==> src/rtl/tea_arbiter.sv <==
// Shares one non-pipelined TEA core between two requesters: one job in flight,
// round-robin on ties, optional abort of a job whose result never arrives.
module tea_arbiter #(
    parameter logic [15:0] TIMEOUT_CYCLES = 16'd1024
) (
    input  logic         i_clk,
    input  logic         i_rst_n,
    input  logic         i_s0_valid,
    output logic         o_s0_ready,
    input  logic [63:0]  i_s0_data,
    input  logic [127:0] i_s0_key,
    input  logic         i_s1_valid,
    output logic         o_s1_ready,
    input  logic [63:0]  i_s1_data,
    input  logic [127:0] i_s1_key,
    output logic         o_m0_valid,
    input  logic         i_m0_ready,
    output logic [63:0]  o_m0_data,
    output logic         o_m1_valid,
    input  logic         i_m1_ready,
    output logic [63:0]  o_m1_data,
    output logic         o_core_valid,
    input  logic         i_core_ready,
    output logic [63:0]  o_core_data,
    output logic [127:0] o_core_key,
    input  logic         i_core_valid,
    output logic         o_core_ready,
    input  logic [63:0]  i_core_data,
    output logic         o_busy,
    output logic         o_grant,
    output logic         o_timeout
);
    typedef enum logic [1:0] {
        ST_IDLE   = 2'd0,
        ST_ISSUE  = 2'd1,
        ST_WAIT   = 2'd2,
        ST_RETURN = 2'd3
    } state_e;

    state_e        state_q, state_d;
    logic          rr_last_q, rr_last_d;
    logic          grant_q, grant_d;
    logic [63:0]   data_q, data_d;
    logic [127:0]  key_q, key_d;
    logic [63:0]   m0_data_q, m0_data_d;
    logic [63:0]   m1_data_q, m1_data_d;
    logic [15:0]   timer_q, timer_d;
    logic          timeout_q, timeout_d;
    logic          busy_q, busy_d;
    logic          core_valid_q, core_valid_d;
    logic          core_ready_q, core_ready_d;
    logic          m0_valid_q, m0_valid_d;
    logic          m1_valid_q, m1_valid_d;

    logic          sel_s;
    logic          s_hs_s;
    logic          m_ready_s;
    logic [15:0]   timer_inc_s;
    logic          expire_s;

    // Requester selection: a lone valid wins, a tie goes to the channel not served last.
    always_comb begin
        if (i_s0_valid && i_s1_valid) begin
            sel_s = ~rr_last_q;
        end else if (i_s1_valid) begin
            sel_s = 1'b1;
        end else begin
            sel_s = 1'b0;
        end
    end

    // Ready is gated by reset so every output reads 0 while reset is held.
    assign o_s0_ready  = i_rst_n & (state_q == ST_IDLE) & i_s0_valid & ~sel_s;
    assign o_s1_ready  = i_rst_n & (state_q == ST_IDLE) & i_s1_valid & sel_s;
    assign s_hs_s      = o_s0_ready | o_s1_ready;
    assign m_ready_s   = grant_q ? i_m1_ready : i_m0_ready;
    assign timer_inc_s = timer_q + 16'd1;
    assign expire_s    = (TIMEOUT_CYCLES != 16'd0) && (timer_inc_s == TIMEOUT_CYCLES);

    // Next-state and datapath updates for the job FSM.
    always_comb begin
        state_d   = state_q;
        rr_last_d = rr_last_q;
        grant_d   = grant_q;
        data_d    = data_q;
        key_d     = key_q;
        m0_data_d = m0_data_q;
        m1_data_d = m1_data_q;
        timer_d   = timer_q;
        timeout_d = 1'b0;
        case (state_q)
            ST_IDLE: begin
                if (s_hs_s) begin
                    grant_d = sel_s;
                    data_d  = sel_s ? i_s1_data : i_s0_data;
                    key_d   = sel_s ? i_s1_key : i_s0_key;
                    state_d = ST_ISSUE;
                end else begin
                    state_d = ST_IDLE;
                end
            end
            ST_ISSUE: begin
                if (i_core_ready) begin
                    timer_d = 16'd0;
                    state_d = ST_WAIT;
                end else begin
                    state_d = ST_ISSUE;
                end
            end
            ST_WAIT: begin
                // A result landing in the expiry cycle still wins over the abort.
                if (i_core_valid) begin
                    if (grant_q) begin
                        m1_data_d = i_core_data;
                    end else begin
                        m0_data_d = i_core_data;
                    end
                    state_d = ST_RETURN;
                end else if (expire_s) begin
                    timeout_d = 1'b1;
                    rr_last_d = grant_q;
                    timer_d   = 16'd0;
                    state_d   = ST_IDLE;
                end else begin
                    timer_d = timer_inc_s;
                    state_d = ST_WAIT;
                end
            end
            ST_RETURN: begin
                if (m_ready_s) begin
                    rr_last_d = grant_q;
                    state_d   = ST_IDLE;
                end else begin
                    state_d = ST_RETURN;
                end
            end
            default: begin
                state_d = ST_IDLE;
            end
        endcase
    end

    // Output flags are decoded from the next state so they come straight off flops.
    always_comb begin
        busy_d       = (state_d != ST_IDLE);
        core_valid_d = (state_d == ST_ISSUE);
        core_ready_d = (state_d == ST_WAIT);
        m0_valid_d   = (state_d == ST_RETURN) && !grant_d;
        m1_valid_d   = (state_d == ST_RETURN) && grant_d;
    end

    // State and datapath registers; rr_last resets to 1 so channel 0 wins the first tie.
    always_ff @(posedge i_clk or negedge i_rst_n) begin
        if (!i_rst_n) begin
            state_q      <= ST_IDLE;
            rr_last_q    <= 1'b1;
            grant_q      <= 1'b0;
            data_q       <= 64'd0;
            key_q        <= 128'd0;
            m0_data_q    <= 64'd0;
            m1_data_q    <= 64'd0;
            timer_q      <= 16'd0;
            timeout_q    <= 1'b0;
            busy_q       <= 1'b0;
            core_valid_q <= 1'b0;
            core_ready_q <= 1'b0;
            m0_valid_q   <= 1'b0;
            m1_valid_q   <= 1'b0;
        end else begin
            state_q      <= state_d;
            rr_last_q    <= rr_last_d;
            grant_q      <= grant_d;
            data_q       <= data_d;
            key_q        <= key_d;
            m0_data_q    <= m0_data_d;
            m1_data_q    <= m1_data_d;
            timer_q      <= timer_d;
            timeout_q    <= timeout_d;
            busy_q       <= busy_d;
            core_valid_q <= core_valid_d;
            core_ready_q <= core_ready_d;
            m0_valid_q   <= m0_valid_d;
            m1_valid_q   <= m1_valid_d;
        end
    end

    assign o_core_valid = core_valid_q;
    assign o_core_data  = data_q;
    assign o_core_key   = key_q;
    assign o_core_ready = core_ready_q;
    assign o_m0_valid   = m0_valid_q;
    assign o_m0_data    = m0_data_q;
    assign o_m1_valid   = m1_valid_q;
    assign o_m1_data    = m1_data_q;
    assign o_busy       = busy_q;
    assign o_grant      = grant_q;
    assign o_timeout    = timeout_q;
endmodule

==> config.mk <==
export PLATFORM = sky130hd
export DESIGN_NAME = tea_arbiter
export DESIGN_NICKNAME = d
export VERILOG_FILES = /design/src/rtl/tea_arbiter.sv
export SDC_FILE = /design/constraint.sdc
export NUM_CORES = 1
export LEC_CHECK = 0
export ABC_AREA = 1
export CAP_MARGIN = 20
export CELL_PAD_IN_SITES_DETAIL_PLACEMENT = 1
export CELL_PAD_IN_SITES_GLOBAL_PLACEMENT = 1
export CORE_AREA = 8 8 301 303
export CTS_CLUSTER_DIAMETER = 120
export DETAILED_ROUTE_END_ITERATION = 12
export DIE_AREA = 0 0 309 311
export GPL_ROUTABILITY_DRIVEN = 0
export PLACE_DENSITY_LB_ADDON = 0.15
export SLEW_MARGIN = 20
export SYNTH_ARGS = -nofsm -noshare
export SYNTH_HDL_FRONTEND = slang
export SYNTH_SLANG_ARGS = --single-unit
==> constraint.sdc <==
create_clock -name i_clk -period 2.65 [get_ports i_clk]
set_clock_uncertainty 0.15 [all_clocks]
set_input_delay 0.3975 -clock i_clk [delete_from_list [all_inputs] [get_ports i_clk]]
set_output_delay 0.3975 -clock i_clk [all_outputs]
set_load 0.01 [all_outputs]
==> flow_metrics.env <==
export IMPL_max_freq_mhz=395
export IMPL_setup_tns_ns=0
export IMPL_place_ws_ns=0.0111
export IMPL_maxSlewViolCount=0
export IMPL_port_buffers=784
export IMPL_combPwrFrac=0.446
export IMPL_async_reset_ff_frac=1.00
export IMPL_holdWs_ns=0.244
export IMPL_ys_flop_type="dfrtp_1"
export IMPL_fin_crit_sh=0.955
export IMPL_cts_sinks=346
export IMPL_cts_made_buffers=46
export IMPL_dieArea_sq_um=96100
export IMPL_p_leak_nw=10.8
export IMPL_grt_overflow=0
export IMPL_dieWidth_um=309
export IMPL_p_sw_frac=0.363
export IMPL_hold_class="input pin to register"
export IMPL_track_usage=0.157
export IMPL_wl_met2_mm=39.2
export IMPL_area_delta_synth_final_pct=73.0
export IMPL_max_slew_margin_rel=0.402
export IMPL_top_layer="met5"
export IMPL_ys_ff_latch=346
export IMPL_met3_length_mm=7.37
export IMPL_syn_area_sq_um=14800
export IMPL_vias=14989
export IMPL_worst_ep_required_time_ns=2.10
export IMPL_postCtsSetupRepairBufs=0
export IMPL_nets=2938
export IMPL_synth_most_common_cell="nand2_1"
export IMPL_synth_area_leaders="dfrtp_1 (58%), nand2_1 (15%), a31oi_1 (8.1%), nor2_1 (5.2%), o21ai_0 (4.5%)"
export IMPL_cp_end_kind="output port"
export IMPL_start_kind="register"
export IMPL_grt_pass1_vias=16051
export IMPL_status="finished, final reports clean"
export IMPL_drive_above_1_share=0.0576
export IMPL_ys_seq_area_frac=0.584
export IMPL_dp_hpwl_mm=61.4
export IMPL_grt_pass1_wl_mm=114
export IMPL_ys_types=32
export IMPL_routed_wl_mm=79.0
export IMPL_max_cap_viol_count=0
export IMPL_p_seq_frac=0.327
export IMPL_rsz0062_at_grt="false"
export IMPL_netlist_top_cell_by_area="dfrtp_1"
export IMPL_ios=785
export IMPL_instances_no_fill=3683
export IMPL_clock_path_buffers=3
export IMPL_grt_max_degree=123
export IMPL_synth_edf_count=0
export IMPL_period_needed_ns=2.53
export IMPL_start_util=0.173
export IMPL_internal_power_mw=17.9
export IMPL_rows=108
export IMPL_ys_warn_count=0
export IMPL_fin_ws_ns=0.120
export IMPL_vdd_drop_max_mv=0.362
export IMPL_hold_violations=0
export IMPL_avgSynthCellArea_sq_um=8.60
export IMPL_cp_max_fo=4
export IMPL_core_area_sq_um=85900
export IMPL_worst_slew_pin_slew_ns=0.897
export IMPL_htree_levels=2
export IMPL_synth_top_area_frac=0.582
export IMPL_met1Wirelength_mm=30.7
export IMPL_clk_latency_ns=0.56
export IMPL_fp_dieH_um=311
export IMPL_dp_cells=3587
export IMPL_ys_top_cells_by_count="nand2_1 (574), dfrtp_1 (345), nor2_1 (205)"
export IMPL_power_density_nw_per_um2=1100
export IMPL_path_clk_slew_ns=0.06
export IMPL_finalSetupViolCount=0
export IMPL_vias_per_cell=4.07
export IMPL_drt_wirelength_per_cell_um=21.4
export IMPL_tritoncts="built"
export IMPL_antenna_found_initial=15
export IMPL_syn_nets=2183
export IMPL_drtIter0Drc=654
export IMPL_crit_type="register to output port"
export IMPL_firstDrtPassIters=4
export IMPL_clockPowerShare=0.227
export IMPL_cts_root_buf="clkbuf_16"
export IMPL_worstPathArrival_ns=1.98
export IMPL_ant_nets=0
export IMPL_p_sw_mw=10.2
export IMPL_postSynthCellCount=1726
export IMPL_drcViolationCount=0
-- cell families after synthesis --
logic type      after synthesis  share of synthesized area
flops                       346                      0.584
simple gates                835                      0.224
compound gates              340                      0.132
fa+ha+maj                     1                   0.000843
xor+xnor                      2                    0.00118
buf+inv                     202                     0.0581
-- what timing repair did --
item	4_1_cts	5_1_grt
gates resized for setup	2	1
hold buffers	1	0
hold endpoints to repair	239	0
pin swaps	0	1
setup endpoints to repair	2	1
-- power groups by stage --
stage          registers (mW)  logic, mW  clock network, mW
6_report                 9.20       12.5               6.37
5_1_grt                  9.57       13.7               6.85
4_1_cts                  9.25       12.9               6.66
3_5_place_dp             9.28       12.8                  0
3_3_place_gp             9.19       12.7                  0
2_1_floorplan            10.2       3.69                  0
-- routing by layer --
| metal | GRT usage | up-vias |
|---|---|---|
| li1 | - | 7182 |
| met1 | 0.174 | 7204 |
| met2 | 0.277 | 503 |
| met3 | 0.0645 | 94 |
| met4 | 0.0389 | 6 |
| met5 | 0 | - |
-- area by class of cell --
class | count | area (sq um)
flip-flops and latches | 346 | 8660
well taps | 1155 | 1450
clock inverters | 12 | 139
fillers | 9992 | 60300
diodes | 11 | 27.5
clock buffers | 72 | 1400
multi-input cells | 1178 | 5350
inverters | 87 | 339
repair buffers | 822 | 8300
-- stage by stage --
step / utilization / area, sq um / power, mW
floorplan: - / 14800 / 13.9
global placement: 0.280 / 24100 / 21.9
detailed placement: 0.280 / 24100 / 22.1
CTS: 0.298 / 25600 / 28.8
global route: 0.298 / 25600 / 30.1
finish: 0.299 / 25700 / 28.1
-- critical path, cell delays in order (launching register included) --
cell	delay [ns]
dfstp_2	0.54
nand2_1	0.09
nand2_4	0.13
inv_6	0.05
nor3b_2	0.24
dlygate4sd2_1	0.36
-- cell usage in the layout, fill, tap and decap left out, types with 2 or more instances in the layout --
cell             instances
diode_2                 11
nor2_2                   9
o31ai_1                  2
nand2_2                  4
buf_4                   24
o22ai_1                  5
nand3_2                  4
inv_1                   83
nor3_1                   3
clkdlybuf4s50_1        781
nand2_1                573
nor2_4                   4
clkbuf_16               46
o21ai_0                134
dfrtp_1                345
clkinv_2                 5
nand3_4                  4
buf_12                  13
inv_6                    3
nand3_1                 15
a21oi_1                  3
inv_2                    2
inv_8                    2
clkbuf_1                11
o21ai_1                  2
clkbuf_8                15
bufinv_16                2
nor2_1                 204
a31oi_1                192
nand4_1                 10
-- registers in the layout (all words and copies together), names as in the netlist, 2 cells and up --
| name | cells |
|---|---|
| o_core_key | 128 |
| timer_q | 16 |
| state_q | 2 |
| o_m0_data | 64 |
| o_m1_data | 64 |
| o_core_data | 64 |
-- worst paths after layout --
check                                   start        endpoint  slack, ns  cells after the start
worst max-delay path                rr_last_q      o_s0_ready       0.12                      5
worst min-delay path             i_s0_key[46]  o_core_key[46]       0.24                      3
worst max register to register      rr_last_q  o_core_key[51]       0.39                      9
worst min register to register  o_m0_data[56]   o_m0_data[56]       0.33                      2
max in group asynchronous             i_rst_n  o_core_key[65]       0.66                      4
min in group asynchronous             i_rst_n   o_m0_data[13]       0.43                      3
(Power assumes the default switching activity.)
